<file path="config.mk">
export PLATFORM = sky130hd
export DESIGN_NAME = z_core_mdu_ctrl
export DESIGN_NICKNAME = d
export VERILOG_FILES = /design/src/rtl/z_core_mdu_ctrl.sv
export SDC_FILE = /design/constraint.sdc
export NUM_CORES = 1
export LEC_CHECK = 0
export ABC_CLOCK_PERIOD_IN_PS = 2200
export CAP_MARGIN = 40
export CORE_MARGIN = 2
export CORE_UTILIZATION = 40
export DETAILED_ROUTE_END_ITERATION = 6
export PLACE_DENSITY_LB_ADDON = 0.2
export SYNTH_ARGS = -nofsm -noshare
export SYNTH_HDL_FRONTEND = slang
export SYNTH_SLANG_ARGS = --single-unit
</file>
<file path="constraint.sdc">
create_clock -name clk -period 2.2 [get_ports clk]
set_input_delay 0.66 -clock clk [delete_from_list [all_inputs] [get_ports clk]]
set_output_delay 0.66 -clock clk [all_outputs]
set_load 0.02 [all_outputs]
</file>
<file path="src/rtl/z_core_mdu_ctrl.sv">
`default_nettype none
// ============================================================================
// Module   : z_core_mdu_ctrl
// Purpose  : Sequencer for the RISC-V M-extension in Z-Core. It accepts one
//            request at a time, drives the shared z_core_mult_unit with
//            operands held stable, runs a 1-bit/cycle restoring divider and
//            returns a tagged result. The core stalls while busy is high.
// Build    : macro Z_CORE_MDU_DIV_EN enables the divider. Without it, ops
//            4..7 complete after one cycle with resp_data = 0 and
//            resp_illegal = 1.
// Params   : MUL_CYCLES - cycles mult_unit operands are held (1..8)
//            TAG_W      - destination tag width
// Ports    : clk, rst (sync, active-high), flush
//            req_valid/req_ready, req_op, req_rs1, req_rs2, req_rd
//            mul_op1, mul_op2, mul_op1_signed, mul_op2_signed, mul_result
//            resp_valid/resp_ready, resp_data, resp_rd, resp_illegal, busy
// Revision : 1.0 - initial release
// ============================================================================
module z_core_mdu_ctrl #(
  parameter int MUL_CYCLES = 1,
  parameter int TAG_W      = 5
) (
  input  logic             clk,
  input  logic             rst,
  input  logic             flush,
  input  logic             req_valid,
  output logic             req_ready,
  input  logic [2:0]       req_op,
  input  logic [31:0]      req_rs1,
  input  logic [31:0]      req_rs2,
  input  logic [TAG_W-1:0] req_rd,
  output logic [31:0]      mul_op1,
  output logic [31:0]      mul_op2,
  output logic             mul_op1_signed,
  output logic             mul_op2_signed,
  input  logic [63:0]      mul_result,
  output logic             resp_valid,
  input  logic             resp_ready,
  output logic [31:0]      resp_data,
  output logic [TAG_W-1:0] resp_rd,
  output logic             resp_illegal,
  output logic             busy
);

  typedef enum logic [2:0] {
    S_IDLE = 3'd0,
    S_MUL  = 3'd1,
    S_DIV  = 3'd2,
    S_FIX  = 3'd3,
    S_DONE = 3'd4
  } state_t;

  localparam logic [4:0] MUL_LAST = 5'(MUL_CYCLES - 1);

  state_t           r_state;
  state_t           w_next;
  logic [2:0]       r_op;
  logic [TAG_W-1:0] r_rd;
  logic [4:0]       r_cnt;
  logic             w_accept;
  logic             w_load;
  logic [31:0]      w_load_data;
  logic             w_load_ill;

  assign req_ready  = (r_state == S_IDLE) && !flush;
  assign w_accept   = req_valid && req_ready;
  assign busy       = (r_state != S_IDLE);
  assign resp_valid = (r_state == S_DONE);

`ifdef Z_CORE_MDU_DIV_EN
  logic [31:0] r_rs1;
  logic [31:0] r_rs2;
  logic [31:0] r_quo;   // dividend magnitude shifts out MSB first, quotient shifts in
  logic [31:0] r_rem;
  logic [31:0] r_dvsr;  // divisor magnitude
  logic [32:0] w_shift; // 33-bit partial remainder for this iteration
  logic [32:0] w_diff;
  logic        w_req_sgn;
  logic        w_div_zero;
  logic        w_div_ovf;
  logic        w_quo_neg;
  logic        w_rem_neg;

  assign w_req_sgn  = !req_op[0];
  assign w_shift    = {r_rem, r_quo[31]};
  assign w_diff     = w_shift - {1'b0, r_dvsr};
  assign w_div_zero = (r_rs2 == 32'd0);
  assign w_div_ovf  = !r_op[0] && (r_rs1 == 32'h8000_0000) && (r_rs2 == 32'hFFFF_FFFF);
  assign w_quo_neg  = !r_op[0] && (r_rs1[31] ^ r_rs2[31]);
  assign w_rem_neg  = !r_op[0] && r_rs1[31];
`endif

  // State register
  always_ff @(posedge clk) begin
    if (rst) begin
      r_state <= S_IDLE;
    end else begin
      r_state <= w_next;
    end
  end

  // Next state and response load
  always_comb begin
    w_next      = r_state;
    w_load      = 1'b0;
    w_load_data = 32'd0;
    w_load_ill  = 1'b0;
    case (r_state)
      S_IDLE: begin
        if (w_accept) begin
          w_next = req_op[2] ? S_DIV : S_MUL;
        end
      end
      S_MUL: begin
        if (r_cnt == MUL_LAST) begin
          w_next      = S_DONE;
          w_load      = 1'b1;
          w_load_data = (r_op == 3'd0) ? mul_result[31:0] : mul_result[63:32];
        end
      end
      S_DIV: begin
`ifdef Z_CORE_MDU_DIV_EN
        // Special cases resolve on the first divide cycle
        if ((r_cnt == 5'd0) && w_div_zero) begin
          w_next      = S_DONE;
          w_load      = 1'b1;
          w_load_data = r_op[1] ? r_rs1 : 32'hFFFF_FFFF;
        end else if ((r_cnt == 5'd0) && w_div_ovf) begin
          w_next      = S_DONE;
          w_load      = 1'b1;
          w_load_data = r_op[1] ? 32'd0 : 32'h8000_0000;
        end else if (r_cnt == 5'd31) begin
          w_next = S_FIX;
        end
`else
        w_next     = S_DONE;
        w_load     = 1'b1;
        w_load_ill = 1'b1;
`endif
      end
`ifdef Z_CORE_MDU_DIV_EN
      S_FIX: begin
        w_next = S_DONE;
        w_load = 1'b1;
        if (r_op[1]) begin
          w_load_data = w_rem_neg ? (32'd0 - r_rem) : r_rem;
        end else begin
          w_load_data = w_quo_neg ? (32'd0 - r_quo) : r_quo;
        end
      end
`endif
      S_DONE: begin
        if (resp_ready) begin
          w_next = S_IDLE;
        end
      end
      default: begin
        w_next = S_IDLE;
      end
    endcase
    if (flush) begin
      w_next = S_IDLE;
      w_load = 1'b0;
    end
  end

  // Datapath
  always_ff @(posedge clk) begin
    if (rst) begin
      r_op           <= 3'd0;
      r_rd           <= '0;
      r_cnt          <= 5'd0;
      mul_op1        <= 32'd0;
      mul_op2        <= 32'd0;
      mul_op1_signed <= 1'b0;
      mul_op2_signed <= 1'b0;
      resp_data      <= 32'd0;
      resp_rd        <= '0;
      resp_illegal   <= 1'b0;
`ifdef Z_CORE_MDU_DIV_EN
      r_rs1          <= 32'd0;
      r_rs2          <= 32'd0;
      r_quo          <= 32'd0;
      r_rem          <= 32'd0;
      r_dvsr         <= 32'd0;
`endif
    end else if (flush) begin
      r_cnt <= 5'd0;
    end else begin
      if (w_accept) begin
        r_op           <= req_op;
        r_rd           <= req_rd;
        r_cnt          <= 5'd0;
        mul_op1        <= req_rs1;
        mul_op2        <= req_rs2;
        mul_op1_signed <= (req_op == 3'd1) || (req_op == 3'd2);
        mul_op2_signed <= (req_op == 3'd1);
`ifdef Z_CORE_MDU_DIV_EN
        r_rs1          <= req_rs1;
        r_rs2          <= req_rs2;
        r_rem          <= 32'd0;
        r_quo          <= (w_req_sgn && req_rs1[31]) ? (32'd0 - req_rs1) : req_rs1;
        r_dvsr         <= (w_req_sgn && req_rs2[31]) ? (32'd0 - req_rs2) : req_rs2;
`endif
      end else if (r_state == S_MUL) begin
        r_cnt <= r_cnt + 5'd1;
`ifdef Z_CORE_MDU_DIV_EN
      end else if (r_state == S_DIV) begin
        // Restoring step: keep the subtraction only if it did not borrow
        r_cnt <= r_cnt + 5'd1;
        if (!w_diff[32]) begin
          r_rem <= w_diff[31:0];
          r_quo <= {r_quo[30:0], 1'b1};
        end else begin
          r_rem <= w_shift[31:0];
          r_quo <= {r_quo[30:0], 1'b0};
        end
`endif
      end
      if (w_load) begin
        resp_data    <= w_load_data;
        resp_rd      <= r_rd;
        resp_illegal <= w_load_ill;
      end
    end
  end

endmodule
`default_nettype wire

</file>
==> impl_metrics.py, run 1 <==
metrics = {
    "global_route": {
        "grt_usage_pct": 23.7,
        "gr-total-overflow": 0,
        "antenna_found_initial": 0,
        "grt_pass1_wl_mm": 24.4,
        "grt_pass1_vias": 4921,
        "grt_start_max_net_pins": 79,
    },
    "pwr": {
        "pwr-share-seq_pct": 37.2,
        "p_per_area_mw_per_mm2": 762,
        "leakage_nw": 2.99,
        "p_int_mw": 4.79,
        "p_total_mw": 6.14,
        "irDropWorstVdd_mv": 0.450,
        "power_frac_comb_pct": 13.9,
        "pwr-share-clk_pct": 48.8,
        "power_switching_mw": 1.34,
        "sw_frac_of_total_pct": 21.9,
    },
    "cts": {
        "numCtsBuffers": 17,
        "cts_root_buf": "clkbuf_16",
        "cts_tree": "done",
        "cts_max_path_buffers": 2,
        "cts_setup_buffers": 0,
        "clock_latency_ns": 0.41,
        "clk_pin_slew_worst_paths_ns": 0.05,
        "clock_sinks": 120,
        "hold_buffers": 0,
        "h-tree-depth": 4,
    },
    "floorplanning": {
        "die_w_um": 113,
        "core_mm2": 0.0116,
        "start_util_pct": 41.4,
        "die_y_um": 113,
        "io_pins": 248,
        "num_rows": 39,
        "die_area_mm2": 0.0129,
    },
    "hold_path": {
        "hold_class": "flop to flop",
        "min_path_cells": 2,
        "min_to": "resp_rd[1]",
        "min-delay-start": "r_rd[1]",
    },
    "sta": {
        "worstMarginPinSlew_ns": 0.757,
        "setup_tns_ns": 0,
        "maxSlewHeadroom_pct": 49.5,
        "setup_viol": 0,
        "timing.final.ws_setup_ns": 0.0927,
        "grt_setup_unrepaired": "no",
        "period_share_pct": 95.8,
        "timing.final.crit_period_ns": 2.11,
        "final.setup_skew_ns": 0.00526,
        "fmax_mhz": 475,
        "holdWs_ns": 0.452,
        "slew_viol_final": 0,
        "finalHoldViolCount": 0,
    },
    "placed_design": {
        "hpwl_mm": 11.1,
        "io_buffers": 247,
        "gp_congestion": 0.802,
        "pre_cts_slack_ns": -0.805,
        "place_inst": 882,
    },
    "synth": {
        "synthesis.nets": 664,
        "synth_edf_count": 0,
        "synth_area_leader_cell": "dfxtp_1",
        "ys_seq_area_share_pct": 50.2,
        "yosysMostFrequentCell": "dfxtp_1",
        "synth_top_area_share_pct": 50.2,
        "netlist_area_mm2": 0.00479,
        "ys_ff_latch": 120,
        "synthTopCellsByArea": "dfxtp_1 50%, a21oi_1 7.9%, nand3_1 7.8%",
        "synth_area_per_cell_um2": 9.19,
        "ys.flop_type": "dfxtp_1",
        "yosysWarnings": 0,
        "synthArstFlopShare_pct": 0,
        "synth_commonest_cells": "120 x dfxtp_1, 76 x a21oi_1, 75 x nand3_1, 75 x o21ai_0, 43 x clkbuf_1",
        "synth_cell_types": 33,
        "synthCells": 521,
    },
    "critical_path": {
        "reg2reg_slack_ns": 0.22,
        "critPathMaxFanout": 2,
        "timing.rr.end": "r_rd[1]",
        "r2r-start": "r_state[2]",
        "crit_path_start_kind": "flop",
        "critPathCaptureType": "output pin",
        "worstPathArrival_ns": 1.45,
        "cp.required_ns": 1.54,
        "reg2reg_depth": 5,
        "critPathKind": "flop to output pin",
    },
    "route": {
        "post-route-drc-count": 0,
        "via_count": 4877,
        "firstDrtPassIters": 4,
        "antenna_left": 0,
        "dr.first_iter.drc_count": 231,
        "wl_per_cell_um": 17.0,
        "wl_mm": 15.6,
        "avgViaCountPerCell": 5.34,
    },
    "cells_and_area": {
        "nets": 901,
        "area_growth_pct": 68.2,
        "instances_no_fill": 913,
        "n_antenna_cell": 0,
        "final_layout_size_suffix_gt1_share_pct": 8.83,
    },
    "run_status": {
        "run_status": "completed",
    },
    "flow_run": {
        "max_cap_violations": 0,
    },
}
==> worst max-delay path, stage by stage, from the launching register on <==
cell and delay [ns]:
dfxtp_1 0.31, or4_4 0.54, inv_2 0.08, buf_6 0.11
==> layout by cell type, fill, tap and decap left out, types with 2 or more instances in the layout <==
cell,count
a21oi_1,76
dfxtp_1,120
clkbuf_16,17
xnor2_1,3
o21ai_0,75
or3_1,2
nor3_1,2
nand2b_1,2
nor4b_2,3
buf_4,24
o2bb2ai_1,32
nor3b_1,4
inv_2,2
nand3_1,75
nor2_1,4
clkbuf_8,3
inv_1,7
mux2i_1,34
a211oi_1,9
bufinv_16,5
clkinv_2,2
ha_1,2
buf_2,3
clkbuf_1,3
clkdlybuf4s50_1,241
==> metrics by stage <==
step / instance area (um2) / util (%)
floorplan: 4790 / -
global placement: 7410 / 64.1
detailed placement: 7410 / 64.1
CTS: 8050 / 69.6
global route: 8050 / 69.6
finish: 8050 / 69.6
==> sequential cells by signal, summed over array words and instances, names as in the netlist <==
name            cells
mul_op1            32
mul_op2            32
resp_data          32
r_cnt               5
r_rd                5
resp_rd             5
r_op                3
r_state             3
mul_op1_signed      1
mul_op2_signed      1
resp_illegal        1
==> per-layer routing <==
layer	track usage, %	vias to the layer above	wire [um]
li1	-	2383	-
met1	26.6	2275	6120
met2	41.0	202	7680
met3	9.40	17	1500
met4	8.29	0	263
met5	0	-	0
==> worst max-delay path by stage <==
stage	end	slack, ns	from
after floorplan	req_ready	0.07	flush
after global placement	req_ready	-0.81	flush
after detailed placement	req_ready	-0.81	flush
after CTS	req_ready	-0.19	flush
after global routing	req_ready	0.05	r_state[2]
final	req_ready	0.09	r_state[2]
==> logic make-up after synthesis <==
logic type,count (synthesis),share of synthesized area [%]
compound gates,198,24.0
xor+xnor,3,0.549
fa+ha+maj,2,0.523
buf+inv,63,5.72
flops,120,50.2
mux,34,7.11
simple gates,101,11.9
==> timing repair <==
item | in CTS | in global routing
setup endpoints to repair | 77 | 77
hold endpoints to repair | 0 | 0
gates resized for setup | 10 | 6
==> final cells by class <==
class / count / area (um2)
Clock buffer: 23 / 478
Fill cell: 930 / 3510
Tap cell: 143 / 179
Clock inverter: 8 / 168
Multi-Input combinational cell: 338 / 2130
Timing Repair Buffer: 272 / 2660
Sequential cell: 120 / 2400
Inverter: 9 / 33.8
==> power by group through the flow <==
stage,clock network [mW],registers [mW],logic [mW]
3_5_place_dp,0,2.33,0.854
6_report,3.00,2.28,0.855
4_1_cts,3.06,2.28,0.860
5_1_grt,3.17,2.29,0.918
2_1_floorplan,0,2.40,0.308
3_3_place_gp,0,2.32,0.841
No activity file was read; power rests on OpenSTA's default activity.
==> run 2, diff against run 1 <==
--- a/config.mk
+++ b/config.mk
@@ -11,6 +11,7 @@
 export CORE_UTILIZATION = 40
 export DETAILED_ROUTE_END_ITERATION = 6
 export PLACE_DENSITY_LB_ADDON = 0.2
+export REMOVE_ABC_BUFFERS = 1
 export SYNTH_ARGS = -nofsm -noshare
 export SYNTH_HDL_FRONTEND = slang
 export SYNTH_SLANG_ARGS = --single-unit
==> run 2 against run 1 <==
Sequential share of layout area increased by 0.11 points. Maximum frequency decreased by 1.8%. Via count increased by 1.2%. Sequential power about the same. Critical path depth unchanged. Largest power group unchanged. First-iteration DRC count increased by 21%. Non-clock buffer count increased by 2. Register-to-register slack improved by 0.09 ns. Utilization decreased by 0.25 points.
==> impl_metrics.py, run 2 (synthesis results as in run 1) <==
metrics = {
    "run_status": {
        "run_status": "completed",
    },
    "global_route": {
        "antenna_found_initial": 0,
        "gr-total-overflow": 0,
        "grt_pass1_wl_mm": 24.2,
        "grt_pass1_vias": 5018,
        "grt_start_max_net_pins": 74,
        "grt_usage_pct": 23.7,
    },
    "critical_path": {
        "timing.rr.end": "mul_op2[28]",
        "r2r-start": "r_state[2]",
        "crit_chain": "or4_4 > inv_4 > buf_6",
        "critPathTopFamily": "simple AND/OR/NAND/NOR gates",
        "cp.required_ns": 1.54,
        "critPathKind": "flop to output pin",
        "cp-endpoint": "req_ready",
        "critPathCaptureType": "output pin",
        "cp_slowest_cell": "or4_4",
        "reg2reg_depth": 6,
        "crit_path_start_kind": "flop",
        "cp.depth": 3,
        "crit_start": "r_state[2]",
        "critPathMaxStageDelay_ns": 0.57,
        "worstPathArrival_ns": 1.49,
        "worst-path-buf-inv": 2,
        "reg2reg_slack_ns": 0.31,
        "critPathMaxFanout": 4,
    },
    "route": {
        "via_count": 4937,
        "antenna_left": 0,
        "avgViaCountPerCell": 5.41,
        "dr.first_iter.drc_count": 280,
        "post-route-drc-count": 0,
        "wl_per_cell_um": 17.2,
        "firstDrtPassIters": 4,
        "wl_mm": 15.7,
    },
    "pwr": {
        "pwr-share-clk_pct": 44.7,
        "power_frac_comb_pct": 15.4,
        "leakage_nw": 2.97,
        "sw_frac_of_total_pct": 23.1,
        "irDropWorstVdd_mv": 0.409,
        "power_switching_mw": 1.33,
        "pwr-share-seq_pct": 39.9,
        "p_int_mw": 4.40,
        "p_per_area_mw_per_mm2": 714,
        "p_total_mw": 5.73,
    },
    "sta": {
        "holdWs_ns": 0.446,
        "setup_tns_ns": 0,
        "finalHoldViolCount": 0,
        "timing.final.ws_setup_ns": 0.0546,
        "fmax_mhz": 466,
        "grt_setup_unrepaired": "no",
        "timing.final.crit_period_ns": 2.15,
        "worstMarginPinSlew_ns": 0.653,
        "final.setup_skew_ns": 0.00838,
        "maxSlewHeadroom_pct": 56.5,
        "period_share_pct": 97.5,
        "setup_viol": 0,
        "slew_viol_final": 0,
    },
    "flow_run": {
        "max_cap_violations": 0,
    },
    "floorplanning": {
        "num_rows": 39,
        "core_mm2": 0.0116,
        "die_y_um": 113,
        "io_pins": 248,
        "start_util_pct": 41.4,
        "die_w_um": 113,
        "die_area_mm2": 0.0129,
    },
    "placed_design": {
        "hpwl_mm": 11.1,
        "io_buffers": 247,
        "gp_congestion": 0.782,
        "pre_cts_slack_ns": -0.399,
        "place_area_mm2": 0.00745,
    },
    "cts": {
        "cts_max_path_buffers": 2,
        "numCtsBuffers": 17,
        "clk_pin_slew_worst_paths_ns": 0.05,
        "cts_root_buf": "clkbuf_16",
        "h-tree-depth": 4,
        "cts_tree": "done",
        "clock_sinks": 120,
        "clock_latency_ns": 0.40,
    },
    "cells_and_area": {
        "area_growth_pct": 67.6,
        "largestRegisters": "mul_op1 x32, mul_op2 x32, resp_data x32",
        "layout_commonest_cell": "clkdlybuf4s50_1",
        "n_antenna_cell": 0,
        "layout_common_cells": "241 x clkdlybuf4s50_1, 120 x dfxtp_1, 76 x a21oi_1",
        "nets": 903,
        "finalInstanceArea_mm2": 0.00802,
        "final_layout_size_suffix_gt1_share_pct": 8.57,
    },
    "hold_path": {
        "hold_class": "flop to flop",
    },
}
==> run 2: worst min path at each step <==
stage	startpoint	to	depth (start not counted)
2_1_floorplan	r_rd[0]	resp_rd[0]	2
3_3_place_gp	r_rd[2]	resp_rd[2]	2
3_5_place_dp	r_rd[0]	resp_rd[0]	2
4_1_cts	r_rd[0]	resp_rd[0]	2
5_1_grt	resp_data[18]	resp_data[18]	1
6_report	r_rd[0]	resp_rd[0]	2
==> run 2: area by class of cell <==
type                       instances  area (um2)
clock buffer                      26         509
clock inverter                     3        40.0
fill                             890        3540
inverter                           9        36.3
multi-input combinational        338        2130
sequential                       120        2400
tap                              143         179
timing repair buffer             274        2720
==> run 2: worst min-delay path: stages (launching register included) <==
cell,delay (ns)
dfxtp_1,0.30
inv_1,0.04
a211oi_1,0.05
==> run 2: through the flow <==
step	utilization, %	std cells
3_5_place_dp	64.4	881
5_1_grt	69.4	913
4_1_cts	69.3	912
6_report	69.4	913
2_1_floorplan	-	467
3_3_place_gp	64.4	881
==> run 2: power groups by stage <==
stage                     registers (mW)  clock network, mW  logic, mW
after floorplan                     2.40                  0      0.247
after global placement              2.33                  0      0.860
after detailed placement            2.33                  0      0.875
after CTS                           2.29               2.61      0.885
after global routing                2.29               2.71      0.945
final                               2.29               2.56      0.884
==> run 2: what timing repair did <==
item / 4_1_cts / 5_1_grt
pin swaps: 1 / 1
buffers inserted: 2 / 1
endpoints found under the hold margin: 0 / 0
setup endpoints to repair: 3 / 1
hold buffers: 0 / 0
resized for setup: 9 / 0
==> run 2: layer usage <==
layer  global-route usage [%]  up-vias  wire length, um
li1                         -     2388                -
met3                     11.9       24             1800
met1                     24.6     2304             5970
met4                     9.02        0              292
met5                        0        -                0
met2                     41.2      221             7620
